<file path="config.mk">
export PLATFORM = sky130hd
export DESIGN_NAME = issue_scheduler_flat
export DESIGN_NICKNAME = d
export VERILOG_FILES = /design/src/rtl/issue_scheduler_pkg.sv /design/src/rtl/issue_scheduler_if.sv /design/src/rtl/issue_scheduler_hazard_check.sv /design/src/rtl/issue_scheduler.sv /design/src/flat_wrapper.sv
export SDC_FILE = /design/constraint.sdc
export NUM_CORES = 1
export LEC_CHECK = 0
export CAP_MARGIN = 20
export CORE_UTILIZATION = 46
export CTS_CLUSTER_SIZE = 30
export DETAILED_ROUTE_END_ITERATION = 12
export HOLD_SLACK_MARGIN = 0.03
export MAX_ROUTING_LAYER = met4
export PLACE_DENSITY = 0.81
export REMOVE_ABC_BUFFERS = 1
export SLEW_MARGIN = 20
export SYNTH_ARGS = -nofsm -noshare
export SYNTH_HDL_FRONTEND = slang
export SYNTH_SLANG_ARGS = --single-unit
</file>
<file path="constraint.sdc">
create_clock -name clock_i -period 2.7 [get_ports clock_i]
set_clock_uncertainty 0.1 [all_clocks]
set_input_delay 0.54 -clock clock_i [delete_from_list [all_inputs] [get_ports clock_i]]
set_output_delay 0.54 -clock clock_i [all_outputs]
set_load 0.02 [all_outputs]
</file>
<file path="src/rtl/issue_scheduler_pkg.sv">
// Shared types for the dual-issue scheduler: functional-type codes, FSM encoding
// and the issue-payload record carried from decode to dispatch.
package pa_pkg;

  localparam int unsigned PA_DATA_W = 16;
  localparam int unsigned PA_REG_W  = 5;
  localparam int unsigned OPC_W     = 7;
  localparam int unsigned STAT_W    = 2;
  localparam int unsigned FT_W      = 2;

  typedef enum logic [FT_W-1:0] {
    FT_ARITH   = 2'd0,
    FT_LDST    = 2'd1,
    FT_BRANCH  = 2'd2,
    FT_ILLEGAL = 2'd3
  } func_type_e;

  localparam logic [0:0] ST_PAIR   = 1'b0;
  localparam logic [0:0] ST_HOLD_B = 1'b1;

  typedef struct packed {
    logic                 is_wb;
    logic [FT_W-1:0]      func_type;
    logic [PA_REG_W-1:0]  wb_addr;
    logic [OPC_W-1:0]     op_code;
    logic [PA_DATA_W-1:0] p_operand;
    logic [PA_DATA_W-1:0] s_operand;
    logic [STAT_W-1:0]    op_status;
  } issue_t;

endpackage

</file>
<file path="src/rtl/issue_scheduler_if.sv">
// Decode-pair input bundle and registered issue outputs of the scheduler.
interface issue_scheduler_if #(
  parameter int unsigned DATA_W = 16,
  parameter int unsigned REG_W  = 5,
  parameter int unsigned CNT_W  = 16
);
  logic              flushBack_i;
  logic              validA_i, validB_i;
  logic              ready_o;
  logic              isWbA_i, isWbB_i;
  logic [1:0]        functionalTypeA_i, functionalTypeB_i;
  logic [REG_W-1:0]  wbAddressA_i, wbAddressB_i;
  logic [REG_W-1:0]  srcP_A_i, srcP_B_i, srcS_A_i, srcS_B_i;
  logic              useP_A_i, useP_B_i, useS_A_i, useS_B_i;
  logic [6:0]        opCodeA_i, opCodeB_i;
  logic [DATA_W-1:0] pOperandA_i, pOperandB_i, sOperandA_i, sOperandB_i;
  logic [1:0]        operationStatusA_i, operationStatusB_i;

  logic              enableA_o, enableB_o;
  logic              isWbA_o, isWbB_o;
  logic [1:0]        functionalTypeA_o, functionalTypeB_o;
  logic [REG_W-1:0]  wbAddressA_o, wbAddressB_o;
  logic [6:0]        opCodeA_o, opCodeB_o;
  logic [DATA_W-1:0] pOperandA_o, pOperandB_o, sOperandA_o, sOperandB_o;
  logic [1:0]        operationStatusA_o, operationStatusB_o;
  logic [CNT_W-1:0]  splitCount_o;
  logic              illegal_o;

  modport slave (
    input  flushBack_i, validA_i, validB_i, isWbA_i, isWbB_i,
           functionalTypeA_i, functionalTypeB_i, wbAddressA_i, wbAddressB_i,
           srcP_A_i, srcP_B_i, srcS_A_i, srcS_B_i,
           useP_A_i, useP_B_i, useS_A_i, useS_B_i,
           opCodeA_i, opCodeB_i, pOperandA_i, pOperandB_i, sOperandA_i, sOperandB_i,
           operationStatusA_i, operationStatusB_i,
    output ready_o, enableA_o, enableB_o, isWbA_o, isWbB_o,
           functionalTypeA_o, functionalTypeB_o, wbAddressA_o, wbAddressB_o,
           opCodeA_o, opCodeB_o, pOperandA_o, pOperandB_o, sOperandA_o, sOperandB_o,
           operationStatusA_o, operationStatusB_o, splitCount_o, illegal_o
  );

  modport master (
    output flushBack_i, validA_i, validB_i, isWbA_i, isWbB_i,
           functionalTypeA_i, functionalTypeB_i, wbAddressA_i, wbAddressB_i,
           srcP_A_i, srcP_B_i, srcS_A_i, srcS_B_i,
           useP_A_i, useP_B_i, useS_A_i, useS_B_i,
           opCodeA_i, opCodeB_i, pOperandA_i, pOperandB_i, sOperandA_i, sOperandB_i,
           operationStatusA_i, operationStatusB_i,
    input  ready_o, enableA_o, enableB_o, isWbA_o, isWbB_o,
           functionalTypeA_o, functionalTypeB_o, wbAddressA_o, wbAddressB_o,
           opCodeA_o, opCodeB_o, pOperandA_o, pOperandB_o, sOperandA_o, sOperandB_o,
           operationStatusA_o, operationStatusB_o, splitCount_o, illegal_o
  );
endinterface

</file>
<file path="src/rtl/issue_scheduler_hazard_check.sv">
// Combinational pair-conflict detection: two branches, or B reading A's destination.
module hazard_check
  import pa_pkg::*;
#(
  parameter int unsigned REG_W = PA_REG_W
) (
  input  logic             valid_a_i,
  input  logic             valid_b_i,
  input  logic [FT_W-1:0]  type_a_i,
  input  logic [FT_W-1:0]  type_b_i,
  input  logic             is_wb_a_i,
  input  logic [REG_W-1:0] wb_addr_a_i,
  input  logic             use_p_b_i,
  input  logic [REG_W-1:0] src_p_b_i,
  input  logic             use_s_b_i,
  input  logic [REG_W-1:0] src_s_b_i,
  output logic             conflict_c_o
);
  logic both_branch_c;
  logic raw_c;
  logic any_illegal_c;

  assign both_branch_c = (type_a_i == FT_BRANCH) && (type_b_i == FT_BRANCH);
  // Register 0 is an ordinary register here; no zero-register exemption.
  assign raw_c = is_wb_a_i && ((use_p_b_i && (src_p_b_i == wb_addr_a_i)) ||
                               (use_s_b_i && (src_s_b_i == wb_addr_a_i)));
  // An illegal slot never dispatches, so there is no ordering to protect.
  assign any_illegal_c = (type_a_i == FT_ILLEGAL) || (type_b_i == FT_ILLEGAL);

  assign conflict_c_o = valid_a_i && valid_b_i && !any_illegal_c && (both_branch_c || raw_c);
endmodule

</file>
<file path="src/rtl/issue_scheduler.sv">
// Dual-issue scheduler: issues a decode pair together, or splits it across two
// cycles (A then held B) on a branch pair or an A->B register dependency.
module issue_scheduler
  import pa_pkg::*;
#(
  parameter int unsigned DATA_W = PA_DATA_W,
  parameter int unsigned REG_W  = PA_REG_W,
  parameter int unsigned CNT_W  = 16
) (
  input logic              clock_i,
  input logic              reset_i,
  issue_scheduler_if.slave bus
);
  logic [0:0]       state_q, state_d;
  issue_t           hold_q, hold_d;
  logic             hold_vld_q, hold_vld_d;
  issue_t           out_a_q, out_a_d, out_b_q, out_b_d;
  logic             en_a_q, en_a_d, en_b_q, en_b_d;
  logic             illegal_q, illegal_d;
  logic [CNT_W-1:0] split_cnt_q, split_cnt_d;

  issue_t pay_a_c, pay_b_c;
  logic   ill_a_c, ill_b_c, conflict_c, accept_c;
  logic   unused_src_a_c;

  // A-slot source operands never influence scheduling.
  assign unused_src_a_c = ^{bus.srcP_A_i, bus.srcS_A_i, bus.useP_A_i, bus.useS_A_i};

  assign pay_a_c = '{is_wb: bus.isWbA_i, func_type: bus.functionalTypeA_i,
                     wb_addr: PA_REG_W'(bus.wbAddressA_i), op_code: bus.opCodeA_i,
                     p_operand: PA_DATA_W'(bus.pOperandA_i), s_operand: PA_DATA_W'(bus.sOperandA_i),
                     op_status: bus.operationStatusA_i};
  assign pay_b_c = '{is_wb: bus.isWbB_i, func_type: bus.functionalTypeB_i,
                     wb_addr: PA_REG_W'(bus.wbAddressB_i), op_code: bus.opCodeB_i,
                     p_operand: PA_DATA_W'(bus.pOperandB_i), s_operand: PA_DATA_W'(bus.sOperandB_i),
                     op_status: bus.operationStatusB_i};

  assign ill_a_c  = bus.validA_i && (bus.functionalTypeA_i == FT_ILLEGAL);
  assign ill_b_c  = bus.validB_i && (bus.functionalTypeB_i == FT_ILLEGAL);
  assign accept_c = (bus.validA_i || bus.validB_i) && (state_q == ST_PAIR);

  hazard_check #(.REG_W(REG_W)) u_hazard (
    .valid_a_i   (bus.validA_i),
    .valid_b_i   (bus.validB_i),
    .type_a_i    (bus.functionalTypeA_i),
    .type_b_i    (bus.functionalTypeB_i),
    .is_wb_a_i   (bus.isWbA_i),
    .wb_addr_a_i (bus.wbAddressA_i),
    .use_p_b_i   (bus.useP_B_i),
    .src_p_b_i   (bus.srcP_B_i),
    .use_s_b_i   (bus.useS_B_i),
    .src_s_b_i   (bus.srcS_B_i),
    .conflict_c_o(conflict_c)
  );

  always_ff @(posedge clock_i or negedge reset_i) begin
    if (!reset_i) begin
      state_q     <= ST_PAIR;
      hold_q      <= '0;
      hold_vld_q  <= 1'b0;
      out_a_q     <= '0;
      out_b_q     <= '0;
      en_a_q      <= 1'b0;
      en_b_q      <= 1'b0;
      illegal_q   <= 1'b0;
      split_cnt_q <= '0;
    end else begin
      state_q     <= state_d;
      hold_q      <= hold_d;
      hold_vld_q  <= hold_vld_d;
      out_a_q     <= out_a_d;
      out_b_q     <= out_b_d;
      en_a_q      <= en_a_d;
      en_b_q      <= en_b_d;
      illegal_q   <= illegal_d;
      split_cnt_q <= split_cnt_d;
    end
  end

  // Flush beats a pending held B; HOLD_B ignores the decode pair entirely.
  always_comb begin
    state_d     = state_q;
    hold_d      = hold_q;
    hold_vld_d  = hold_vld_q;
    out_a_d     = out_a_q;
    out_b_d     = out_b_q;
    en_a_d      = 1'b0;
    en_b_d      = 1'b0;
    illegal_d   = 1'b0;
    split_cnt_d = split_cnt_q;
    if (bus.flushBack_i) begin
      state_d    = ST_PAIR;
      hold_vld_d = 1'b0;
    end else if (state_q == ST_HOLD_B) begin
      en_b_d     = hold_vld_q;
      if (hold_vld_q) out_b_d = hold_q;
      hold_vld_d = 1'b0;
      state_d    = ST_PAIR;
    end else if (accept_c) begin
      illegal_d = ill_a_c || ill_b_c;
      if (bus.validA_i) begin
        out_a_d = pay_a_c;
        en_a_d  = !ill_a_c;
      end
      if (conflict_c) begin
        hold_d     = pay_b_c;
        hold_vld_d = 1'b1;
        state_d    = ST_HOLD_B;
        if (!(&split_cnt_q)) split_cnt_d = split_cnt_q + CNT_W'(1);
      end else if (bus.validB_i) begin
        out_b_d = pay_b_c;
        en_b_d  = !ill_b_c;
      end
    end
  end

  assign bus.ready_o            = (state_q == ST_PAIR) || bus.flushBack_i;
  assign bus.enableA_o          = en_a_q;
  assign bus.enableB_o          = en_b_q;
  assign bus.illegal_o          = illegal_q;
  assign bus.splitCount_o       = split_cnt_q;
  assign bus.isWbA_o            = out_a_q.is_wb;
  assign bus.isWbB_o            = out_b_q.is_wb;
  assign bus.functionalTypeA_o  = out_a_q.func_type;
  assign bus.functionalTypeB_o  = out_b_q.func_type;
  assign bus.wbAddressA_o       = REG_W'(out_a_q.wb_addr);
  assign bus.wbAddressB_o       = REG_W'(out_b_q.wb_addr);
  assign bus.opCodeA_o          = out_a_q.op_code;
  assign bus.opCodeB_o          = out_b_q.op_code;
  assign bus.pOperandA_o        = DATA_W'(out_a_q.p_operand);
  assign bus.pOperandB_o        = DATA_W'(out_b_q.p_operand);
  assign bus.sOperandA_o        = DATA_W'(out_a_q.s_operand);
  assign bus.sOperandB_o        = DATA_W'(out_b_q.s_operand);
  assign bus.operationStatusA_o = out_a_q.op_status;
  assign bus.operationStatusB_o = out_b_q.op_status;
endmodule

</file>
<file path="src/flat_wrapper.sv">
// flat-port wrapper written by rule: the top's interface ports become plain ports
module issue_scheduler_flat import pa_pkg::*;
#(
  parameter int unsigned DATA_W = PA_DATA_W,
  parameter int unsigned REG_W  = PA_REG_W,
  parameter int unsigned CNT_W  = 16
)
  (clock_i, reset_i, bus_flushBack_i, bus_validA_i, bus_validB_i, bus_isWbA_i, bus_isWbB_i, bus_functionalTypeA_i, bus_functionalTypeB_i, bus_wbAddressA_i, bus_wbAddressB_i, bus_srcP_A_i, bus_srcP_B_i, bus_srcS_A_i, bus_srcS_B_i, bus_useP_A_i, bus_useP_B_i, bus_useS_A_i, bus_useS_B_i, bus_opCodeA_i, bus_opCodeB_i, bus_pOperandA_i, bus_pOperandB_i, bus_sOperandA_i, bus_sOperandB_i, bus_operationStatusA_i, bus_operationStatusB_i, bus_ready_o, bus_enableA_o, bus_enableB_o, bus_isWbA_o, bus_isWbB_o, bus_functionalTypeA_o, bus_functionalTypeB_o, bus_wbAddressA_o, bus_wbAddressB_o, bus_opCodeA_o, bus_opCodeB_o, bus_pOperandA_o, bus_pOperandB_o, bus_sOperandA_o, bus_sOperandB_o, bus_operationStatusA_o, bus_operationStatusB_o, bus_splitCount_o, bus_illegal_o);
  issue_scheduler_if #(.DATA_W(DATA_W), .REG_W(REG_W), .CNT_W(CNT_W)) bus_i ();
  input logic clock_i;
  input logic reset_i;
  input wire logic [$bits(bus_i.flushBack_i)-1:0] bus_flushBack_i;
  input wire logic [$bits(bus_i.validA_i)-1:0] bus_validA_i;
  input wire logic [$bits(bus_i.validB_i)-1:0] bus_validB_i;
  input wire logic [$bits(bus_i.isWbA_i)-1:0] bus_isWbA_i;
  input wire logic [$bits(bus_i.isWbB_i)-1:0] bus_isWbB_i;
  input wire logic [$bits(bus_i.functionalTypeA_i)-1:0] bus_functionalTypeA_i;
  input wire logic [$bits(bus_i.functionalTypeB_i)-1:0] bus_functionalTypeB_i;
  input wire logic [$bits(bus_i.wbAddressA_i)-1:0] bus_wbAddressA_i;
  input wire logic [$bits(bus_i.wbAddressB_i)-1:0] bus_wbAddressB_i;
  input wire logic [$bits(bus_i.srcP_A_i)-1:0] bus_srcP_A_i;
  input wire logic [$bits(bus_i.srcP_B_i)-1:0] bus_srcP_B_i;
  input wire logic [$bits(bus_i.srcS_A_i)-1:0] bus_srcS_A_i;
  input wire logic [$bits(bus_i.srcS_B_i)-1:0] bus_srcS_B_i;
  input wire logic [$bits(bus_i.useP_A_i)-1:0] bus_useP_A_i;
  input wire logic [$bits(bus_i.useP_B_i)-1:0] bus_useP_B_i;
  input wire logic [$bits(bus_i.useS_A_i)-1:0] bus_useS_A_i;
  input wire logic [$bits(bus_i.useS_B_i)-1:0] bus_useS_B_i;
  input wire logic [$bits(bus_i.opCodeA_i)-1:0] bus_opCodeA_i;
  input wire logic [$bits(bus_i.opCodeB_i)-1:0] bus_opCodeB_i;
  input wire logic [$bits(bus_i.pOperandA_i)-1:0] bus_pOperandA_i;
  input wire logic [$bits(bus_i.pOperandB_i)-1:0] bus_pOperandB_i;
  input wire logic [$bits(bus_i.sOperandA_i)-1:0] bus_sOperandA_i;
  input wire logic [$bits(bus_i.sOperandB_i)-1:0] bus_sOperandB_i;
  input wire logic [$bits(bus_i.operationStatusA_i)-1:0] bus_operationStatusA_i;
  input wire logic [$bits(bus_i.operationStatusB_i)-1:0] bus_operationStatusB_i;
  output wire logic [$bits(bus_i.ready_o)-1:0] bus_ready_o;
  output wire logic [$bits(bus_i.enableA_o)-1:0] bus_enableA_o;
  output wire logic [$bits(bus_i.enableB_o)-1:0] bus_enableB_o;
  output wire logic [$bits(bus_i.isWbA_o)-1:0] bus_isWbA_o;
  output wire logic [$bits(bus_i.isWbB_o)-1:0] bus_isWbB_o;
  output wire logic [$bits(bus_i.functionalTypeA_o)-1:0] bus_functionalTypeA_o;
  output wire logic [$bits(bus_i.functionalTypeB_o)-1:0] bus_functionalTypeB_o;
  output wire logic [$bits(bus_i.wbAddressA_o)-1:0] bus_wbAddressA_o;
  output wire logic [$bits(bus_i.wbAddressB_o)-1:0] bus_wbAddressB_o;
  output wire logic [$bits(bus_i.opCodeA_o)-1:0] bus_opCodeA_o;
  output wire logic [$bits(bus_i.opCodeB_o)-1:0] bus_opCodeB_o;
  output wire logic [$bits(bus_i.pOperandA_o)-1:0] bus_pOperandA_o;
  output wire logic [$bits(bus_i.pOperandB_o)-1:0] bus_pOperandB_o;
  output wire logic [$bits(bus_i.sOperandA_o)-1:0] bus_sOperandA_o;
  output wire logic [$bits(bus_i.sOperandB_o)-1:0] bus_sOperandB_o;
  output wire logic [$bits(bus_i.operationStatusA_o)-1:0] bus_operationStatusA_o;
  output wire logic [$bits(bus_i.operationStatusB_o)-1:0] bus_operationStatusB_o;
  output wire logic [$bits(bus_i.splitCount_o)-1:0] bus_splitCount_o;
  output wire logic [$bits(bus_i.illegal_o)-1:0] bus_illegal_o;
  assign bus_i.flushBack_i = bus_flushBack_i;
  assign bus_i.validA_i = bus_validA_i;
  assign bus_i.validB_i = bus_validB_i;
  assign bus_i.isWbA_i = bus_isWbA_i;
  assign bus_i.isWbB_i = bus_isWbB_i;
  assign bus_i.functionalTypeA_i = bus_functionalTypeA_i;
  assign bus_i.functionalTypeB_i = bus_functionalTypeB_i;
  assign bus_i.wbAddressA_i = bus_wbAddressA_i;
  assign bus_i.wbAddressB_i = bus_wbAddressB_i;
  assign bus_i.srcP_A_i = bus_srcP_A_i;
  assign bus_i.srcP_B_i = bus_srcP_B_i;
  assign bus_i.srcS_A_i = bus_srcS_A_i;
  assign bus_i.srcS_B_i = bus_srcS_B_i;
  assign bus_i.useP_A_i = bus_useP_A_i;
  assign bus_i.useP_B_i = bus_useP_B_i;
  assign bus_i.useS_A_i = bus_useS_A_i;
  assign bus_i.useS_B_i = bus_useS_B_i;
  assign bus_i.opCodeA_i = bus_opCodeA_i;
  assign bus_i.opCodeB_i = bus_opCodeB_i;
  assign bus_i.pOperandA_i = bus_pOperandA_i;
  assign bus_i.pOperandB_i = bus_pOperandB_i;
  assign bus_i.sOperandA_i = bus_sOperandA_i;
  assign bus_i.sOperandB_i = bus_sOperandB_i;
  assign bus_i.operationStatusA_i = bus_operationStatusA_i;
  assign bus_i.operationStatusB_i = bus_operationStatusB_i;
  assign bus_ready_o = bus_i.ready_o;
  assign bus_enableA_o = bus_i.enableA_o;
  assign bus_enableB_o = bus_i.enableB_o;
  assign bus_isWbA_o = bus_i.isWbA_o;
  assign bus_isWbB_o = bus_i.isWbB_o;
  assign bus_functionalTypeA_o = bus_i.functionalTypeA_o;
  assign bus_functionalTypeB_o = bus_i.functionalTypeB_o;
  assign bus_wbAddressA_o = bus_i.wbAddressA_o;
  assign bus_wbAddressB_o = bus_i.wbAddressB_o;
  assign bus_opCodeA_o = bus_i.opCodeA_o;
  assign bus_opCodeB_o = bus_i.opCodeB_o;
  assign bus_pOperandA_o = bus_i.pOperandA_o;
  assign bus_pOperandB_o = bus_i.pOperandB_o;
  assign bus_sOperandA_o = bus_i.sOperandA_o;
  assign bus_sOperandB_o = bus_i.sOperandB_o;
  assign bus_operationStatusA_o = bus_i.operationStatusA_o;
  assign bus_operationStatusB_o = bus_i.operationStatusB_o;
  assign bus_splitCount_o = bus_i.splitCount_o;
  assign bus_illegal_o = bus_i.illegal_o;
  issue_scheduler #(.DATA_W(DATA_W), .REG_W(REG_W), .CNT_W(CNT_W)) u_core (.clock_i(clock_i), .reset_i(reset_i), .bus(bus_i));
endmodule
</file>
# After elaboration in Yosys (flattened, before gate mapping)
# Index checks and enable logic that the tools add are counted.
[totals]
ff_bits = 168
inputBits = 127
out_inout_bits = 118
[op_classes]
addsub = 1
eq_ne = 8
n_mux = 25
n_bitwise = 3
reduce_logical = 29
[op_table]
columns = ["cell", "count"]
rows = [
  ["2-to-1 mux 49 bit", 5],
  ["2-to-1 mux 1 bit", 20],
  ["adder 16 x 1 -> 16 bit, second input constant", 1],
  ["AND reduction 16 bit", 1],
  ["== test 5 bit", 2],
  ["logical AND 1 bit", 10],
  ["AND reduction 5 bit", 2],
  ["== test 2 bit, second input constant", 4],
  ["AND reduction 4 bit", 2],
  ["logical OR 1 bit", 6],
  ["nonzero test 3 bit", 2],
  ["nonzero test 2 bit", 2],
  ["logical NOT 1 bit", 3],
  ["NOT 1 bit", 3],
  ["!= test 2 x 1 -> 1 bit, second input constant", 1],
  ["!= test 2 bit, second input constant", 1],
  ["AND reduction 2 bit", 1],
]

# Logic depth before layout (Yosys ltp)
# Gate-level depths: netlist (run 1).
[logic_depth]
ltp_word = 10
ltp_mapped = 8
depth_no_buf = 7

# Modules after synthesis
# A second synthesis (run 1) with hierarchy kept.
[hier_totals]
cells_unflattened = 536
area_unflattened_um2 = 7015.5
[modules_own_cells]
columns = ["mod", "n_inst", "cells_per_inst", "area_per_inst_um2", "seq_area_each_um2"]
rows = [
  ["issue_scheduler", 1, 517, 6864.1, 4204.0],
  ["hazard_check", 1, 19, 151.4, 0.0],
]

# Worst setup path before layout (run 1)
# OpenSTA, ideal clock, no wires.
[synth_timing]
path_type = "input -> register"
startpoint = "input bus_validB_i"
endpoint = "register u_core.out_b_q, in the netlist u_core.bus.pOperandB_o[10]"
setup_time_ns = 0.125
arrival_ns = 2.003
t_required_ns = 2.475
setup_slack_ns = 0.472
path_stages = 8
path_cell_list = "a21boi_2 -> nand3_1 -> nor4_4 -> nor3_1 -> a221o_1 -> buf_4 -> buf_6 -> mux2_2"
[synth_via]
elab_chain_cells = 5
elab_cells_between_ends = 9
classes_between = "eq/ne: 1; reduce/logical: 8"
[synth_rtl]
columns = ["item", "line_no", "source"]
rows = [
  ["start, declared", "flat_wrapper.sv:14", "input wire logic [$bits(bus_i.validB_i)-1:0] bus_validB_i;"],
  ["logical AND 1 bit (3 in a row)", "issue_scheduler_hazard_check.sv:30", "assign conflict_c_o = valid_a_i && valid_b_i && !any_illegal_c && (both_branch_c || raw_c);"],
  ["!= test 2 x 1 -> 1 bit (no source line)", "--", ""],
  ["AND reduction 5 bit (no source line) (*)", "--", ""],
  ["end signal, assigned", "issue_scheduler.sv:72", "out_b_q <= out_b_d;"],
  ["end, declared", "issue_scheduler.sv:17", "issue_t out_a_q, out_a_d, out_b_q, out_b_d;"],
]
# Mark *: on every way between the ends. The rest lies on a longest branch, timed or not.
# A chain may end at the register's enable or synchronous reset.

# Final worst setup path (run 1)
[layout_timing]
startpoint = "input bus_functionalTypeB_i[0]"
endpoint = "register u_core.out_b_q, in the netlist u_core.bus.opCodeB_o[1]"
[layout_via]
elab_chain_cells = 7
elab_cells_between_ends = 10
classes_between = "eq/ne: 3; reduce/logical: 7"
[layout_rtl]
columns = ["item", "line_no", "source"]
rows = [
  ["start, declared", "flat_wrapper.sv:18", "input wire logic [$bits(bus_i.functionalTypeB_i)-1:0] bus_functionalTypeB_i;"],
  ["== test 2 bit", "issue_scheduler_hazard_check.sv:28", "assign any_illegal_c = (type_a_i == FT_ILLEGAL) || (type_b_i == FT_ILLEGAL);"],
  ["logical OR 1 bit", "issue_scheduler_hazard_check.sv:28", ""],
  ["logical NOT 1 bit", "issue_scheduler_hazard_check.sv:30", ""],
  ["logical AND 1 bit", "issue_scheduler_hazard_check.sv:30", ""],
  ["logical AND 1 bit (*)", "issue_scheduler_hazard_check.sv:30", ""],
  ["!= test 2 x 1 -> 1 bit (no source line) (*)", "--", ""],
  ["AND reduction 5 bit (no source line) (*)", "--", ""],
]
# Marked as above.

==> results of run 1 <==
kinds of logic after synthesis:
| kind of cell | after synthesis | share of synthesized area |
|---|---|---|
| flip-flops | 168 | 0.586 |
| adder cells (fa/ha/maj) | 1 | 0.00174 |
| multiplexers | 198 | 0.310 |
| buffers and inverters | 30 | 0.0181 |
| XOR/XNOR | 23 | 0.0281 |
| AO/OA/AOI/OAI | 11 | 0.0115 |
| AND/OR/NAND/NOR | 56 | 0.0443 |
Yosys cell counts, types with 2 or more instances:
cell type                  number
sky130_fd_sc_hd__nand3b_1       2
sky130_fd_sc_hd__nor2_1         6
sky130_fd_sc_hd__xor2_1         6
sky130_fd_sc_hd__xnor2_1       17
sky130_fd_sc_hd__and3_1         2
sky130_fd_sc_hd__nand3_1       13
sky130_fd_sc_hd__nor3_1         3
sky130_fd_sc_hd__inv_1          5
sky130_fd_sc_hd__mux2_2       197
sky130_fd_sc_hd__nand2_1       11
sky130_fd_sc_hd__buf_1          6
sky130_fd_sc_hd__clkbuf_1      12
sky130_fd_sc_hd__and2_1         2
sky130_fd_sc_hd__a21boi_0       2
sky130_fd_sc_hd__dfrtp_1      168
sky130_fd_sc_hd__nor4_1         4
sky130_fd_sc_hd__a31oi_1        2
sky130_fd_sc_hd__buf_2          5
sky130_fd_sc_hd__nand4_1        5
sequential cells by signal, indices dropped and copies added, names as in the netlist, 2 cells and up:
name	flops
u_core.bus.functionalTypeA_o	2
u_core.bus.sOperandA_o	16
u_core.bus.opCodeB_o	7
u_core.bus.wbAddressA_o	5
u_core.bus.pOperandB_o	16
u_core.bus.pOperandA_o	16
u_core.bus.operationStatusA_o	2
u_core.bus.splitCount_o	16
u_core.bus.opCodeA_o	7
u_core.bus.sOperandB_o	16
u_core.hold_q	49
u_core.bus.operationStatusB_o	2
u_core.bus.wbAddressB_o	5
u_core.bus.functionalTypeB_o	2
through the flow:
stage / worst slack, ps / utilization
4_1_cts: 228 / 0.690
3_5_place_dp: -197 / 0.650
6_report: 208 / 0.690
5_1_grt: 110 / 0.690
3_3_place_gp: -162 / 0.650
2_1_floorplan: -2890 / -
power by group through the flow:
| stage | clock, mW | combinational (mW) | sequential (mW) |
|---|---|---|---|
| 2_1_floorplan | 0 | 0.438 | 3.38 |
| 3_3_place_gp | 0 | 1.58 | 3.07 |
| 3_5_place_dp | 0 | 1.62 | 3.10 |
| 4_1_cts | 2.52 | 1.63 | 3.06 |
| 5_1_grt | 2.62 | 1.70 | 3.10 |
| 6_report | 2.48 | 1.61 | 3.06 |
critical path, stage by stage:
cell and delay, ps:
sky130_fd_sc_hd__clkdlybuf4s50_1 510, sky130_fd_sc_hd__a21boi_2 240, sky130_fd_sc_hd__nand3_1 150, sky130_fd_sc_hd__nor4_4 270
sky130_fd_sc_hd__nor3_1 80, sky130_fd_sc_hd__a221o_2 330, sky130_fd_sc_hd__buf_12 210, sky130_fd_sc_hd__mux2_2 310
layer usage:
layer | track usage | wire length [microns]
met1 | 0.258 | 6820
met2 | 0.385 | 8880
met3 | 0.0553 | 791
met4 | 0.0770 | 336
met5 | - | 0
cell type report:
class	instances	area, sq um	share of cell area
flip-flops and latches	168	4210	0.401
multi-input cells	289	2860	0.272
repair buffers	256	2580	0.246
clock buffers	24	482	0.0459
well taps	188	235	0.0224
clock inverters	7	116	0.0111
inverters	5	18.8	0.00179
worst max path at each step:
stage                     slack (ps)                     start                          to  cells past startpoint
final                            210  bus_functionalTypeB_i[0]     u_core.bus.opCodeB_o[1]                      8
after global routing             110              bus_validB_i  u_core.bus.splitCount_o[4]                      8
after CTS                        230              bus_validB_i     u_core.bus.opCodeB_o[1]                      8
after detailed placement        -200              bus_validB_i     u_core.bus.opCodeB_o[1]                      8
after global placement          -160              bus_validB_i   u_core.bus.pOperandB_o[2]                      8
after floorplan                -2890              bus_validB_i  u_core.bus.splitCount_o[6]                      6
==> results.txt, run 1 <==
- Result of the run: finished clean
* Reg-to-reg setup timing slack: 570 ps
- STA puts the critical path data required time at 2890 ps.
* Routability Congestion: 0.848
- Of the total power, the clock network draws 0.347.
- Total non-filler cell area in the finished layout: 0.0105 sq mm
- Core area: 0.0152 sq mm
- Design Power: 7.14 mW
- Total CTS buffers: 17
* Input/output buffers: 232
- Gates resized during post-CTS repair numbered 0.
- Largest net degree at the start of global routing: 55
* Initial Utilization: 0.472
- Once detailed placement completed, the half-perimeter wirelength came to 11900 microns.
- Total of warnings raised by yosys: 0
- Setup repair after global routing left no endpoint under its margin.
- CP startpoint kind: input port
* Routed Antenna Nets: 0
- The cell sitting at the root of the clock tree is a sky130_fd_sc_hd__clkbuf_16.
* Total placed cells including tap cells: 905
- In the layout the commonest cells are sky130_fd_sc_hd__clkdlybuf4s50_1, sky130_fd_sc_hd__mux2_2, sky130_fd_sc_hd__dfrtp_1.
- Area leader, netlist: sky130_fd_sc_hd__dfrtp_1
- For hold timing, the worst endpoint is u_core.hold_vld_q.
- FF-to-FF path depth: 5
* Slew margin rel.: 0.603
* Number of stages on the worst hold path: 2
* Area of the die: 0.0161 sq mm
- Clock tree from TritonCTS: done
* Count of routing violations after the opening detailed-route iteration: 169
- Of the total power, combinational logic draws 0.225.
- Detailed-route vias per instance: 5.26
- Number of buffers on the longest clock path: 2
- Adding up every negative setup slack in the final design gives 0 ps.
* Number of iterations in the first detailed-routing pass: 4
- The analysis attributes to net switching a power of 1.83 mW.
- The repair_antennas step left the layout with diodes totalling 0.
- In the final routed layout, each cell accounts on average for 18.0 microns.
- Sinks on the clock net: 168
- Period minus WS final: 2490 ps
- Cell area after placement: 0.00989 sq mm
- The first global-routing pass estimated 27000 microns of wire.
* Cell Count, Final, Fillers Out: 937
* Reg-to-reg critical path endpoint: u_core.bus.splitCount_o[1]
- Post-route DRC violation count: 0
- Ratio of cells with drive above 1 in the final layout: 0.340
- The number of global-route vias before repair is 5395.
- In the finished design, the share of the clock period the worst path needs comes to 0.923.
- Wirelength, routed: 16800 microns
* Endpoints failing setup: 0
* Worst-Margin Slew: 595 ps
* Number of hold violations in the final report: 0
- Chip width: 127 microns
- The number of antenna violations at the first check in global routing was 0.
- Yosys cell types: 38
- The startpoint identified for the worst register-to-register timing path is u_core.bus.splitCount_o[4].
- At the later pin of the worst-skew pair, clock insertion delay measures 410 ps.
- Endpoint type of the worst setup path: flop
- Of all nets on the critical path, the largest fanout is 49.
- The number of hold buffers added after CTS was 1.
* Power density cells: 681 mW/mm^2
- CTS built an H-tree with a depth of 4.
- Number of synthesized flops with an enable pin: 0
- Across the run, the number of max-cap violations was 0.
- DR vias: 4924
- Sequential fraction of the synthesis area: 0.586
* Fill cells: 1053
- Overall track demand over capacity in global routing: 0.225
- Top-level I/O count: 245
- In the final design database the tool counted 865 nets.
- Maximum VDD drop: 0.462 mV
* Predominant post-synthesis flop cell: sky130_fd_sc_hd__dfrtp_1
- Critical path arrival: 2680 ps
* Synthesized instance count: 487
- P_leak: 4.49 nW
- Clock-pin slew was measured on the worst setup and hold paths at 60 ps.
- F_max: 401 MHz
* Grt total ovfl: 0
* Share of the synthesized area in the top cell type: 0.586
* Post-CTS setup buffers: 0
* Die boundary height: 127 microns
* Sequential group share of total power: 0.428
- The library cell used most frequently in the layout, excluding fill and tap cells, is sky130_fd_sc_hd__clkdlybuf4s50_1.
- Of the total power, the share spent switching nets is 0.257.
- Number of flip-flops and latches in the synthesized netlist: 168
- Class of the most critical setup path: in -> reg
- Mean instance size in the synthesized netlist: 14.7 sq um
- Cell internal power dissipation: 5.31 mW
- Type of the worst min-delay path: reg -> reg
- Biggest area contributors in the synthesized netlist: sky130_fd_sc_hd__dfrtp_1, sky130_fd_sc_hd__mux2_2, sky130_fd_sc_hd__xnor2_1, sky130_fd_sc_hd__nand3_1, sky130_fd_sc_hd__xor2_1
- Of all flip-flops after synthesis, the portion carrying an async set or reset was 1.00.
* Synth Cell Area: 0.00718 sq mm
- Site row count: 45
- The count of pins over their slew limit was 0.
* Hold path startpoint: u_core.hold_vld_q
- Hold is met by 397 ps.
- Relative to the synthesized area, the layout overhead comes to 46.2%.
(Power assumes the default switching activity.)
==> run 2: changes to the inputs <==
SKIP_LAST_GASP = 1   (was unset)
TNS_END_PERCENT = 5   (was unset)
==> results of run 2 <==
Same layout as run 1: the final DEF is identical, and so are final timing and power.
